==> config.mk <==
export PLATFORM = sky130hd
export DESIGN_NAME = counter24_flat
export DESIGN_NICKNAME = d
export VERILOG_FILES = /design/src/rtl/counter24_if.sv /design/src/rtl/counter24.sv /design/src/flat_wrapper.sv
export SDC_FILE = /design/constraint.sdc
export NUM_CORES = 1
export LEC_CHECK = 0
export CORE_AREA = 2 2 39 41
export DETAILED_ROUTE_END_ITERATION = 10
export DIE_AREA = 0 0 41 43
export GPL_TIMING_DRIVEN = 0
export PLACE_DENSITY_LB_ADDON = 0.12
export SYNTH_ARGS = -nofsm -noshare
export SYNTH_HDL_FRONTEND = slang
export SYNTH_SLANG_ARGS = --single-unit
==> constraint.sdc <==
create_clock -name clk -period 3.1 [get_ports clk]
set_clock_uncertainty 0.05 [all_clocks]
set_input_delay 0.62 -clock clk [delete_from_list [all_inputs] [get_ports clk]]
set_output_delay 0.62 -clock clk [all_outputs]
set_load 0.01 [all_outputs]
==> src/rtl/counter24_if.sv <==
// counter24_if: display-side bundle of the hours counter.
//   Q  : packed BCD count, Q[7:4] tens digit (0..2), Q[3:0] units digit (0..9)
//   CO : carry-out, high while the count is 23
// master modport drives the bundle (the counter); slave modport observes it
// (display / next cascade stage).
interface counter24_if;
  logic [7:0] Q;
  logic       CO;

  modport master (
    output Q,
    output CO
  );

  modport slave (
    input Q,
    input CO
  );
endinterface

==> src/rtl/counter24.sv <==
// counter24: free-running two-digit BCD modulo-24 counter (hours field).
// Ports:
//   clk : system clock, all state changes on the rising edge
//   rst : synchronous active-high reset, forces the count to 8'h00
//   bus : counter24_if.master carrying Q (packed BCD count) and CO
//         (carry-out, high while Q == 8'h23)
// Any illegal count (units > 9, tens > 2, or above 23) returns to 8'h00 on
// the next edge, so an upset or an un-reset power-up heals by itself.
module counter24 (
  input  logic        clk,
  input  logic        rst,
  counter24_if.master bus
);

  // Count register; both BCD digits live here so Q is a pure register output.
  logic [7:0] q_r;

  logic [3:0] units_s;
  logic [3:0] tens_s;
  logic       legal_s;
  logic       terminal_s;
  logic       tens_en_s;
  logic [3:0] units_next_s;
  logic [3:0] tens_next_s;

  // True when the packed value is a reachable BCD count 00..23.
  function automatic logic count_legal(input logic [7:0] q);
    logic ok;
    ok = (q[3:0] <= 4'd9) && (q[7:4] <= 4'd2) && (q <= 8'h23);
    return ok;
  endfunction

  assign units_s    = q_r[3:0];
  assign tens_s     = q_r[7:4];
  assign legal_s    = count_legal(q_r);
  // Shared terminal-count decode; clears both digit stages at 23.
  assign terminal_s = (q_r == 8'h23);
  // Units stage enables the tens stage when it wraps.
  assign tens_en_s  = (units_s == 4'd9);

  // Units digit stage: 0..9, cleared at terminal count or on illegal state.
  always_comb begin
    units_next_s = 4'd0;
    if (!legal_s || terminal_s) begin
      units_next_s = 4'd0;
    end else if (tens_en_s) begin
      units_next_s = 4'd0;
    end else begin
      units_next_s = units_s + 4'd1;
    end
  end

  // Tens digit stage: advances on units wrap, cleared at terminal count or
  // on illegal state.
  always_comb begin
    tens_next_s = 4'd0;
    if (!legal_s || terminal_s) begin
      tens_next_s = 4'd0;
    end else if (tens_en_s) begin
      tens_next_s = tens_s + 4'd1;
    end else begin
      tens_next_s = tens_s;
    end
  end

  // Count register with synchronous reset taking priority over counting.
  always_ff @(posedge clk) begin
    if (rst) begin
      q_r <= 8'h00;
    end else begin
      q_r <= {tens_next_s, units_next_s};
    end
  end

  assign bus.Q  = q_r;
  // CO decodes the registered count only, so it tracks Q with no extra latency.
  assign bus.CO = terminal_s;

endmodule

==> src/flat_wrapper.sv <==
// flat-port wrapper written by rule: the top's interface ports become plain ports
module counter24_flat 
  (clk, rst, bus_Q, bus_CO);
  counter24_if bus_i ();
  input  logic clk;
  input  logic rst;
  output wire logic [$bits(bus_i.Q)-1:0] bus_Q;
  output wire logic [$bits(bus_i.CO)-1:0] bus_CO;
  assign bus_Q = bus_i.Q;
  assign bus_CO = bus_i.CO;
  counter24 u_core (.clk(clk), .rst(rst), .bus(bus_i));
endmodule
==> Word-level counts from Yosys, hierarchy flattened <==
Cells that the tools add are included.
{ "totals": {"ff_bits": 8, "inputBits": 2, "out_inout_bits": 9, "elab_cells": 15} }
{ "op_classes": {"addsub": 2, "magnitude_cmp": 3, "n_eq_ne": 2, "reduce_logical": 6} }
{ "ops": {"columns": ["operator", "n"], "rows": [
  ["adder 4 x 1 -> 4 bit, second input constant", 2],
  ["== test 8 x 6 -> 1 bit, second input constant", 1],
  ["less-or-equal comparator 8 x 6 -> 1 bit, second input constant", 1],
  ["== test 4 bit, second input constant", 1],
  ["less-or-equal comparator 4 x 2 -> 1 bit, second input constant", 1],
  ["less-or-equal comparator 4 bit, second input constant", 1],
  ["OR reduction 3 bit", 1],
  ["logical AND 1 bit", 2],
  ["OR reduction 2 bit", 1],
  ["logical NOT 1 bit", 1],
  ["logical OR 1 bit", 1]
]} }

==> Longest topological paths before layout <==
{ "depth": {"depth_word": 6, "mapped_depth": 5, "ltp_nobuf": 5} }

==> Worst setup path before layout <==
OpenSTA, ideal clock, no wires.
{ "synth_path": {"kind": "flip-flop to output port", "start": "reg u_core.q_r[0], in the netlist u_core.bus.Q[0]", "end": "out bus_CO", "t_arrival_ps": 1066, "required_ps": 2430, "setup_slack_ps": 1364, "path_stages_with_launch": 4, "n_path_buf": 0, "path_cell_list": "dfxtp_1 -> ha_1 -> nand4bb_1 -> nor3_1"} }
{ "synth_between": {"elab_chain_len": 1} }
{ "synth_lines": {"columns": ["item", "line_no", "rtl"], "rows": [
  ["from (decl)", "counter24.sv:16", "logic [7:0] q_r;"],
  ["from (signal assigned)", "counter24.sv:71", "q_r <= {tens_next_s, units_next_s};"],
  ["== test 8 x 6 -> 1 bit", "counter24.sv:37", "assign terminal_s = (q_r == 8'h23);"],
  ["to (decl)", "flat_wrapper.sv:8", "output wire logic [$bits(bus_i.CO)-1:0] bus_CO;"]
]} }
Every way passes these cells.

==> Final worst setup path <==
Same ends and word-level chain as after synthesis.

==> run metrics <==
GRT met3 Usage 3.14%; Antenna diodes 0; layout cells sized above 1 12.5%; Cell variety after synth 18; WP data arrival 1760 ps; First-pass DRT Iterations 2; DRC violation count after routing 0; vias in the first global route 298; initial antenna violation count 0; Placed Cells 69; Worst-path clk slew 50 ps; later-pin clock latency in the skew report 250 ps; Max clock buf depth 2; Max VDD drop 0.000167 V; CTS root buf clkbuf_4; largest cells by area after synthesis dfxtp_1, ha_1, a2111oi_2, xnor2_1, nor3_1; grt met1 use 15.0%; hold_buf cts 0; Die Outline Area 1760 um^2; routed via count 325; critical path class reg -> out; HP Class reg -> reg; Worst Path Required 2430 ps; Pins Over Slew Limit 0; routability cong. 0.708; DR vias/cell 4.51; sequential area share after synthesis 36.8%; Yosys top cell by area dfxtp_1; initial DRC count 4; global-route wire length before repair 1240 um; CP Capture Type output pin; DP Wirelength 584 um; worst reg-to-reg setup slack 1380 ps; Post-synth EDFFs 0; Post-Route WL 765 um; R2R Path Start u_core.bus.Q[4]$_SDFFE_PP0P_; Tcrit/Tclk final 78.5%; core area 1380 um^2; startpoint types flop; Worst R2R Path Depth 5; WL per Instance 10.6 um; CTS tree yes; cts bufs inserted 3; area growth from synthesis to layout 33.6%; Worst Hold Depth 1; Final Setup Violations 0; routing usage on met2 13.1%; Slew HR 55.8%; Post-Layout Cell Count 72; top cell type's share of synthesized area 36.8%; Final Hold Fails 0; Port Buf Inserts 10; RR Endpoint u_core.bus.Q[3]$_SDFF_PP0_; Worst Tran Pin Value 644 ps; gr busiest metal met1; Die Ht 43 um; Tmin final 2430 ps; Yosys reg bits 8; hold path endpoint u_core.bus.Q[0]$_SDFF_PP0_; Layout Nets 65; Cell Pwr Density 339 nW/um^2; Total GRT Usage 10.4%; # Max-Cap Violations 0; top-count cell post-synth dfxtp_1; Setup TNS 0 ps; total gr overflow 0; Hold Crit Start u_core.bus.Q[0]$_SDFF_PP0_; Post-Syn Area per Cell 10.4 um^2; Clock H-tree levels 1; # resized after CTS 0; synth warn 0; Routed Antenna Nets 0; cell count after synthesis 42; post-CTS setup repair buffer count 0; Fin Hold WS 501 ps; RSZ-0062 raised after global routing no; asr flop ratio synth 0%; pin count of the biggest net entering global routing 9; CTS Sinks 8; crit path max fanout 6; Fmax 0.411 GHz; Top-Level Pins 11; Synth Flop Type dfxtp_1; Post-Synthesis Cell Area 435 um^2; Synth top cells by count dfxtp_1, inv_1, ha_1, nor3_1, xnor2_1; Largest register FFs 8; Static Leak 0.237 nW; Die X-Extent 41 um; Initial Util 31.5%; status finished clean; Rows 14
[cell families after synthesis]
group	after synthesis	synth area share, %
multiplexers	2	5.75
other	1	0.861
buffers and inverters	6	5.17
XOR/XNOR	3	6.04
flip-flops	8	36.8
AND/OR/NAND/NOR	13	20.7
adder cells (fa/ha/maj)	5	14.4
AO/OA/AOI/OAI	4	10.3
[metal layers]
layer / vias to the layer above / routed length, um
met2: 11 / 314
met5: - / 0
met1: 138 / 390
met4: 0 / 10
li1: 174 / -
met3: 2 / 50
[where the power goes]
| part | internal, mW | total, mW | switching (mW) |
|---|---|---|---|
| clock | 0.0442 | 0.0775 | 0.0333 |
| combinational | 0.00676 | 0.0127 | 0.00593 |
| sequential | 0.105 | 0.107 | 0.00222 |
| total | 0.156 | 0.197 | 0.0414 |
[critical path: stages, from the launching register on]
cell	delay [ps]
dfxtp_1	410
ha_1	220
nand4bb_1	160
nor3_1	160
clkdlybuf4s50_1	560
[through the flow]
| stage | setup slack (ps) | instance area (um^2) | total power [mW] | util (%) |
|---|---|---|---|---|
| after floorplan | 1360 | 439 | 0.116 | - |
| after global placement | 917 | 559 | 0.122 | 40.4 |
| after detailed placement | 918 | 559 | 0.122 | 40.4 |
| after CTS | 635 | 582 | 0.202 | 42.0 |
| after global routing | 512 | 582 | 0.211 | 42.0 |
| final | 667 | 582 | 0.197 | 42.0 |
[cell type report]
type	count	area, um^2
Tap cell	16	20.0
Clock buffer	3	22.5
Sequential cell	8	160
Multi-Input combinational cell	29	256
Timing Repair Buffer	10	100
Fill cell	156	802
Inverter	6	22.5
[worst max-delay path by stage]
stage,startpoint,to,slack [ps]
final,u_core.bus.Q[0]$_SDFF_PP0_,bus_CO,670
after CTS,u_core.bus.Q[0]$_SDFF_PP0_,bus_CO,630
after global placement,u_core.bus.Q[0]$_SDFF_PP0_,bus_CO,920
after detailed placement,u_core.bus.Q[0]$_SDFF_PP0_,bus_CO,920
after global routing,u_core.bus.Q[0]$_SDFF_PP0_,bus_CO,510
after floorplan,u_core.bus.Q[0]$_SDFF_PP0_,bus_CO,1360
[placed cells by master, fill, tap and decap left out, drive strengths merged]
cell,count
mux2i,1
nor3b,2
ha,5
nand3b,1
clkbuf,3
clkdlybuf4s50,10
nor4,1
inv,6
xnor2,3
a2111oi,2
nor2,1
o211ai,1
nor3,5
dfxtp,8
conb,2
nand2,1
nand3,1
o21bai,1
nand4bb,1
mux2,1
No activity file was read; power rests on OpenSTA's default activity.
